--- config.mk ---
export PLATFORM = sky130hd
export DESIGN_NAME = rng_sample_buffer_flat
export DESIGN_NICKNAME = d
export VERILOG_FILES = /design/src/rtl/rng_sample_buffer_if.sv /design/src/rtl/rng_sample_buffer.sv /design/src/flat_wrapper.sv
export SDC_FILE = /design/constraint.sdc
export NUM_CORES = 1
export LEC_CHECK = 0
export BUFFER_PORTS_ARGS = -buffer_cell sky130_fd_sc_hd__buf_2
export CORE_AREA = 2 2 149 151
export DETAILED_ROUTE_END_ITERATION = 12
export DIE_AREA = 0 0 151 153
export PLACE_DENSITY = 0.48
export SYNTH_ARGS = -nofsm -noshare
export SYNTH_HDL_FRONTEND = slang
export SYNTH_SLANG_ARGS = --single-unit
export TNS_END_PERCENT = 30
--- constraint.sdc ---
create_clock -name clk -period 6.6 [get_ports clk]
set_input_delay 0.33 -clock clk [delete_from_list [all_inputs] [get_ports clk]]
set_output_delay 0.33 -clock clk [all_outputs]
set_load 0.005 [all_outputs]
--- src/rtl/rng_sample_buffer_if.sv ---
// Handshake bundle between the RNG producer, the sample buffer and its reader.
// slave = buffer side, master = producer/reader side.
`ifndef RNG_BY
`define RNG_BY 16
`endif

interface rng_sample_buffer_if #(
    parameter int BY = `RNG_BY,
    parameter int LW = 4
);
    logic [BY-1:0] sample;
    logic          sample_valid;
    logic          rng_restart;
    logic          read;
    logic [BY-1:0] out;
    logic          out_valid;
    logic [LW-1:0] level;
    logic          empty;
    logic          full;
    logic          underflow;
    logic [15:0]   sample_count;

    modport slave (
        input  sample, sample_valid, read,
        output rng_restart, out, out_valid, level,
        output empty, full, underflow, sample_count
    );

    modport master (
        output sample, sample_valid, read,
        input  rng_restart, out, out_valid, level,
        input  empty, full, underflow, sample_count
    );
endinterface

--- src/rtl/rng_sample_buffer.sv ---
// Captures RNG samples on valid rising edges into a FIFO and restarts the producer.
// Optional capture counter enabled by defining RNG_BUF_STATS_EN.
`ifndef RNG_BY
`define RNG_BY 16
`endif

module rng_sample_buffer #(
    parameter int BY             = `RNG_BY,
    parameter int DEPTH          = 8,
    parameter int RESTART_CYCLES = 2,
    parameter int LW             = $clog2(DEPTH) + 1
) (
    input logic clk,
    input logic rst,
    rng_sample_buffer_if.slave bus
);
    localparam int PW = $clog2(DEPTH);
    localparam int CW = (RESTART_CYCLES > 1) ? $clog2(RESTART_CYCLES) : 1;
    localparam logic [CW-1:0] CNT_LOAD = CW'(RESTART_CYCLES - 1);
    localparam logic [LW-1:0] LVL_FULL = LW'(DEPTH);

    typedef enum logic [1:0] {
        WAIT,
        RESTART,
        HOLD
    } state_t;

    state_t        state;
    state_t        state_nxt;
    logic [CW-1:0] cnt;
    logic          valid_q;

    logic [BY-1:0] mem [DEPTH];
    logic [PW-1:0] wr_ptr;
    logic [PW-1:0] rd_ptr;
    logic [LW-1:0] level_q;
    logic [LW-1:0] level_nxt;
    logic          empty_q;
    logic          full_q;
    logic          underflow_q;
    logic [BY-1:0] out_q;
    logic          out_valid_q;

    logic          rise;
    logic          pop;
    logic          wr;

    // Capture only on a fresh rising edge in WAIT; a full FIFO accepts
    // the write only when a pop frees a slot in the same cycle.
    always_comb begin
        rise      = bus.sample_valid && !valid_q;
        pop       = bus.read && !empty_q;
        wr        = (state == WAIT) && rise && (!full_q || pop);
        level_nxt = level_q + LW'(wr) - LW'(pop);
    end

    // Next-state logic of the capture FSM, decided on post-update level.
    always_comb begin
        state_nxt = state;
        unique case (state)
            WAIT: begin
                if (wr) begin
                    state_nxt = (level_nxt == LVL_FULL) ? HOLD : RESTART;
                end
            end
            RESTART: begin
                if (cnt == '0) begin
                    state_nxt = WAIT;
                end
            end
            HOLD: begin
                if (!full_q) begin
                    state_nxt = RESTART;
                end
            end
            default: state_nxt = WAIT;
        endcase
    end

    // State register, restart down-counter and valid edge detector.
    always_ff @(posedge clk or posedge rst) begin
        if (rst) begin
            state   <= WAIT;
            cnt     <= '0;
            valid_q <= 1'b0;
        end else begin
            state   <= state_nxt;
            valid_q <= bus.sample_valid;
            if (state_nxt == RESTART && state != RESTART) begin
                cnt <= CNT_LOAD;
            end else if (state == RESTART && cnt != '0) begin
                cnt <= cnt - 1'b1;
            end
        end
    end

    // Sample storage; contents are don't-care after reset.
    always_ff @(posedge clk) begin
        if (wr) begin
            mem[wr_ptr] <= bus.sample;
        end
    end

    // Pointers, occupancy flags and the registered read port.
    always_ff @(posedge clk or posedge rst) begin
        if (rst) begin
            wr_ptr      <= '0;
            rd_ptr      <= '0;
            level_q     <= '0;
            empty_q     <= 1'b1;
            full_q      <= 1'b0;
            underflow_q <= 1'b0;
            out_q       <= '0;
            out_valid_q <= 1'b0;
        end else begin
            if (wr) begin
                wr_ptr <= wr_ptr + 1'b1;
            end
            if (pop) begin
                rd_ptr <= rd_ptr + 1'b1;
                out_q  <= mem[rd_ptr];
            end
            out_valid_q <= pop;
            level_q     <= level_nxt;
            empty_q     <= (level_nxt == '0);
            full_q      <= (level_nxt == LVL_FULL);
            if (bus.read && empty_q) begin
                underflow_q <= 1'b1;
            end
        end
    end

`ifdef RNG_BUF_STATS_EN
    logic [15:0] count_q;

    // Saturating count of FIFO writes.
    always_ff @(posedge clk or posedge rst) begin
        if (rst) begin
            count_q <= '0;
        end else if (wr && count_q != 16'hFFFF) begin
            count_q <= count_q + 16'd1;
        end
    end

    assign bus.sample_count = count_q;
`else
    assign bus.sample_count = '0;
`endif

    assign bus.rng_restart = (state == RESTART);
    assign bus.out         = out_q;
    assign bus.out_valid   = out_valid_q;
    assign bus.level       = level_q;
    assign bus.empty       = empty_q;
    assign bus.full        = full_q;
    assign bus.underflow   = underflow_q;

endmodule

--- src/flat_wrapper.sv ---
// flat-port wrapper written by rule: the top's interface ports become plain ports
module rng_sample_buffer_flat 
#(
    parameter int BY             = `RNG_BY,
    parameter int DEPTH          = 8,
    parameter int RESTART_CYCLES = 2,
    parameter int LW             = $clog2(DEPTH) + 1
)
  (clk, rst, bus_sample, bus_sample_valid, bus_read, bus_rng_restart, bus_out, bus_out_valid, bus_level, bus_empty, bus_full, bus_underflow, bus_sample_count);
  rng_sample_buffer_if #(.BY(BY), .LW(LW)) bus_i ();
  input logic clk;
  input logic rst;
  input wire logic [$bits(bus_i.sample)-1:0] bus_sample;
  input wire logic [$bits(bus_i.sample_valid)-1:0] bus_sample_valid;
  input wire logic [$bits(bus_i.read)-1:0] bus_read;
  output wire logic [$bits(bus_i.rng_restart)-1:0] bus_rng_restart;
  output wire logic [$bits(bus_i.out)-1:0] bus_out;
  output wire logic [$bits(bus_i.out_valid)-1:0] bus_out_valid;
  output wire logic [$bits(bus_i.level)-1:0] bus_level;
  output wire logic [$bits(bus_i.empty)-1:0] bus_empty;
  output wire logic [$bits(bus_i.full)-1:0] bus_full;
  output wire logic [$bits(bus_i.underflow)-1:0] bus_underflow;
  output wire logic [$bits(bus_i.sample_count)-1:0] bus_sample_count;
  assign bus_i.sample = bus_sample;
  assign bus_i.sample_valid = bus_sample_valid;
  assign bus_i.read = bus_read;
  assign bus_rng_restart = bus_i.rng_restart;
  assign bus_out = bus_i.out;
  assign bus_out_valid = bus_i.out_valid;
  assign bus_level = bus_i.level;
  assign bus_empty = bus_i.empty;
  assign bus_full = bus_i.full;
  assign bus_underflow = bus_i.underflow;
  assign bus_sample_count = bus_i.sample_count;
  rng_sample_buffer #(.BY(BY), .DEPTH(DEPTH), .RESTART_CYCLES(RESTART_CYCLES), .LW(LW)) u_core (.clk(clk), .rst(rst), .bus(bus_i));
endmodule
==> qor.csv <==
metric;value;unit
status;completed;
global-route wire length before repair;18300;µm
max frequency;318;MHz
Final Non-Filler Cells;688;
H-tree Lvls;4;
Post-Syn Area;6370;µm²
Die Area;23100;µm²
Layout area overhead;17.2;%
io pins;61;
post-CTS setup buffers;0;
slowest CP cell;dfstp_2;
share of post-route cells with drive strength above 1;32.2;%
P_leak;0.00268;µW
Fin. Hold Viols;0;
Crit Path Class;reg2reg;
vias in the first global route;3065;
post-route ant nets;0;
Async S/R FF share, synth;21.0;%
Rows;54;
sequential-to-total area share from yosys stat;73.7;%
fin. max-slew vios;0;
die outline height;153;µm
Most common cell on crit path;inv_1;
Syn Area/Cell;19.0;µm²
crit share post-route;47.6;%
largest net degree at the start of global routing;37;
Slew headroom;18.6;%
hold slack;0.0242;ns
CTS max path bufs;2;
clock tree sinks;162;
Max-cap violations;0;
Cell variety after synth;37;
peak supply drop;0.181;mV
antenna violations before repair;1;
CTS tree;yes;
Initial Util;29.6;%
CTS Buf Count;17;
Post-DP HPWL;6820;µm
GRT Resource Usage Total;11.1;%
Slew @ Worst Pin;1.22;ns
Max stage delay on crit path;0.53;ns
Setup crit start kind;flop;
Layout fillers;2035;
Cell Chain, Critical Path;nand2b_1 > buf_4 > inv_1 > ha_1 > inv_1 > ha_1 > inv_1 > fa_1 > inv_1 > or3_1 > nor3_1 > o21ai_0;
setup TNS;0;ns
Syn. warnings;0;
Hold-fix buffers, CTS;0;
total core area;21500;µm²
cell family with most CP delay;adder cells;
Tightest Hold Check Type;in2async;
port bufs;44;
ys flop type;edfxtp_1;
vias;3030;
# setup viols final;0;
placed cell count;655;
unrepaired setup endpoints after global routing;false;
register area;4700;µm²
largest fanout on the critical path;36;
Yosys reg bits;162;
CP bufs+invs;5;
number of synthesized flops with an enable pin;128;
Net count, final;421;
CP arrival;3.43;ns
P per Cell Area;409;nW/µm²
DR WL/cell;17.4;µm
drt drc;0;
CTS root buffer;clkbuf_16;
data required time of the worst path;6.89;ns
Die X;151;µm
Final min period;3.14;ns
Reg clk slew, reported paths;0.06;ns
Post-Syn Instances;336;
gr ovfl total;0;
Iteration-0 DRC Markers;188;
DRT Wirelength;12000;µm
Setup crit end kind;flop;
drt pass-1 iters;4;
footprint of the multi-input gates;1510;µm²
GP Congestion;0.703;
post-CTS sizing;0;
DR vias/cell;4.40;
clk_skew;0.00701;ns
Skew-Pair Late Insertion Delay;0.42;ns
==> layout make-up <==
cell class | instances | share of cell area [%]
Antenna cell | 1 | 0.0335
Clock buffer | 20 | 6.12
Sequential cell | 162 | 62.9
Tap cell | 280 | 4.69
Inverter | 11 | 0.553
Timing Repair Buffer | 55 | 4.06
Multi-Input combinational cell | 147 | 20.2
Clock inverter | 12 | 1.42
==> worst paths after layout <==
check / from / end / slack (ns) / cells after the start
max: u_core.bus.empty$_DFF_PP1_ / u_core.state[0]$_DFF_PP0_ / 3.46 / 12
min: rst / u_core.bus.out[5]$_DFFE_PP0P_ / 0.02 / 3
max reg2reg: u_core.bus.empty$_DFF_PP1_ / u_core.state[0]$_DFF_PP0_ / 3.46 / 12
min reg2reg: u_core.bus.underflow$_DFFE_PP0P_ / u_core.bus.underflow$_DFFE_PP0P_ / 0.45 / 1
max in group asynchronous: rst / u_core.rd_ptr[0]$_DFFE_PP0P_ / 6.20 / 3
min in group clk: bus_sample_valid / u_core.valid_q$_DFF_PP0_ / 0.03 / 1
==> layout by cell type, fill, tap and decap left out, types with 3 or more instances in the layout <==
| cell | instances |
|---|---|
| clkinvlp_4 | 3 |
| buf_2 | 44 |
| ha_1 | 6 |
| nor2_1 | 6 |
| xnor2_1 | 4 |
| o21ai_0 | 18 |
| clkbuf_16 | 17 |
| conb_1 | 16 |
| edfxtp_1 | 128 |
| nand2_1 | 22 |
| mux4_2 | 32 |
| dfrtp_1 | 31 |
| mux2i_1 | 16 |
| buf_4 | 11 |
| inv_6 | 3 |
| inv_1 | 10 |
| clkinv_2 | 3 |
| nor3b_2 | 4 |
==> sequential cells by signal (all words and copies together), names as in the netlist <==
signal and cells:
u_core.mem 128, u_core.bus.out 16, u_core.bus.level 4, u_core.rd_ptr 3, u_core.wr_ptr 3, u_core.state 2, u_core.bus.empty 1, u_core.bus.full 1
u_core.bus.out_valid 1, u_core.bus.underflow 1, u_core.cnt 1, u_core.valid_q 1
==> where the power goes <==
| group | total [µW] | leakage, µW | switching, µW | internal [µW] |
|---|---|---|---|---|
| logic | 694 | 0.000846 | 313 | 381 |
| registers | 1430 | 0.00156 | 177 | 1250 |
| clock network | 929 | 0.000271 | 389 | 540 |
| total | 3050 | 0.00268 | 880 | 2170 |
==> synthesized netlist by cell type, types with 2 or more instances <==
master    count  area [µm²]
a21oi_1       2        10.0
xor2_1        2        17.5
mux2i_1      16         160
dfrtp_1      33         826
xnor2_1       4        35.0
nor2_1        6        22.5
nor3_1        3        15.0
clkbuf_1      8        30.0
o21ai_0      18        90.1
inv_1        11        41.3
buf_2         5        25.0
nand2_1      22        82.6
nor3b_2       4        50.1
ha_1          6        75.1
buf_4        16         120
mux4_2       32         721
edfxtp_1    128        3840
==> logic make-up after synthesis <==
kind of cell | count (synthesis) | synth area share (%)
flip-flops | 162 | 73.7
multiplexers | 49 | 14.1
AND/OR/NAND/NOR | 43 | 3.75
buffers and inverters | 42 | 3.64
AO/OA/AOI/OAI | 26 | 2.42
adder cells (fa/ha/maj) | 7 | 1.49
XOR/XNOR | 6 | 0.825
other | 1 | 0.0589
==> per-stage QoR <==
stage | util [%] | setup WS (ns) | total power, µW | instance area (µm²)
after floorplan | - | 3.70 | 1920 | 6420
after detailed placement | 32.1 | 3.43 | 2170 | 6900
after global routing | 34.7 | 3.17 | 3230 | 7460
after global placement | 32.1 | 3.48 | 2160 | 6900
after CTS | 34.7 | 3.41 | 3110 | 7460
final | 34.7 | 3.46 | 3050 | 7460
==> worst min-delay path, cell delays in order <==
cell and delay [ns]:
buf_2 0.10, clkinv_1 0.03, buf_4 0.42
==> per-layer routing <==
metal | GRT usage [%] | up-vias | wire length [µm] | part of all wire [%]
met2 | 17.4 | 77 | 5850 | 49
met1 | 14.6 | 1563 | 5480 | 46
met4 | 3.78 | 0 | 128 | 1.1
met3 | 3.58 | 9 | 517 | 4.3
li1 | - | 1381 | - | -
met5 | 0 | - | 0 | 0
Note: power is estimated with default switching activity, not from simulation.
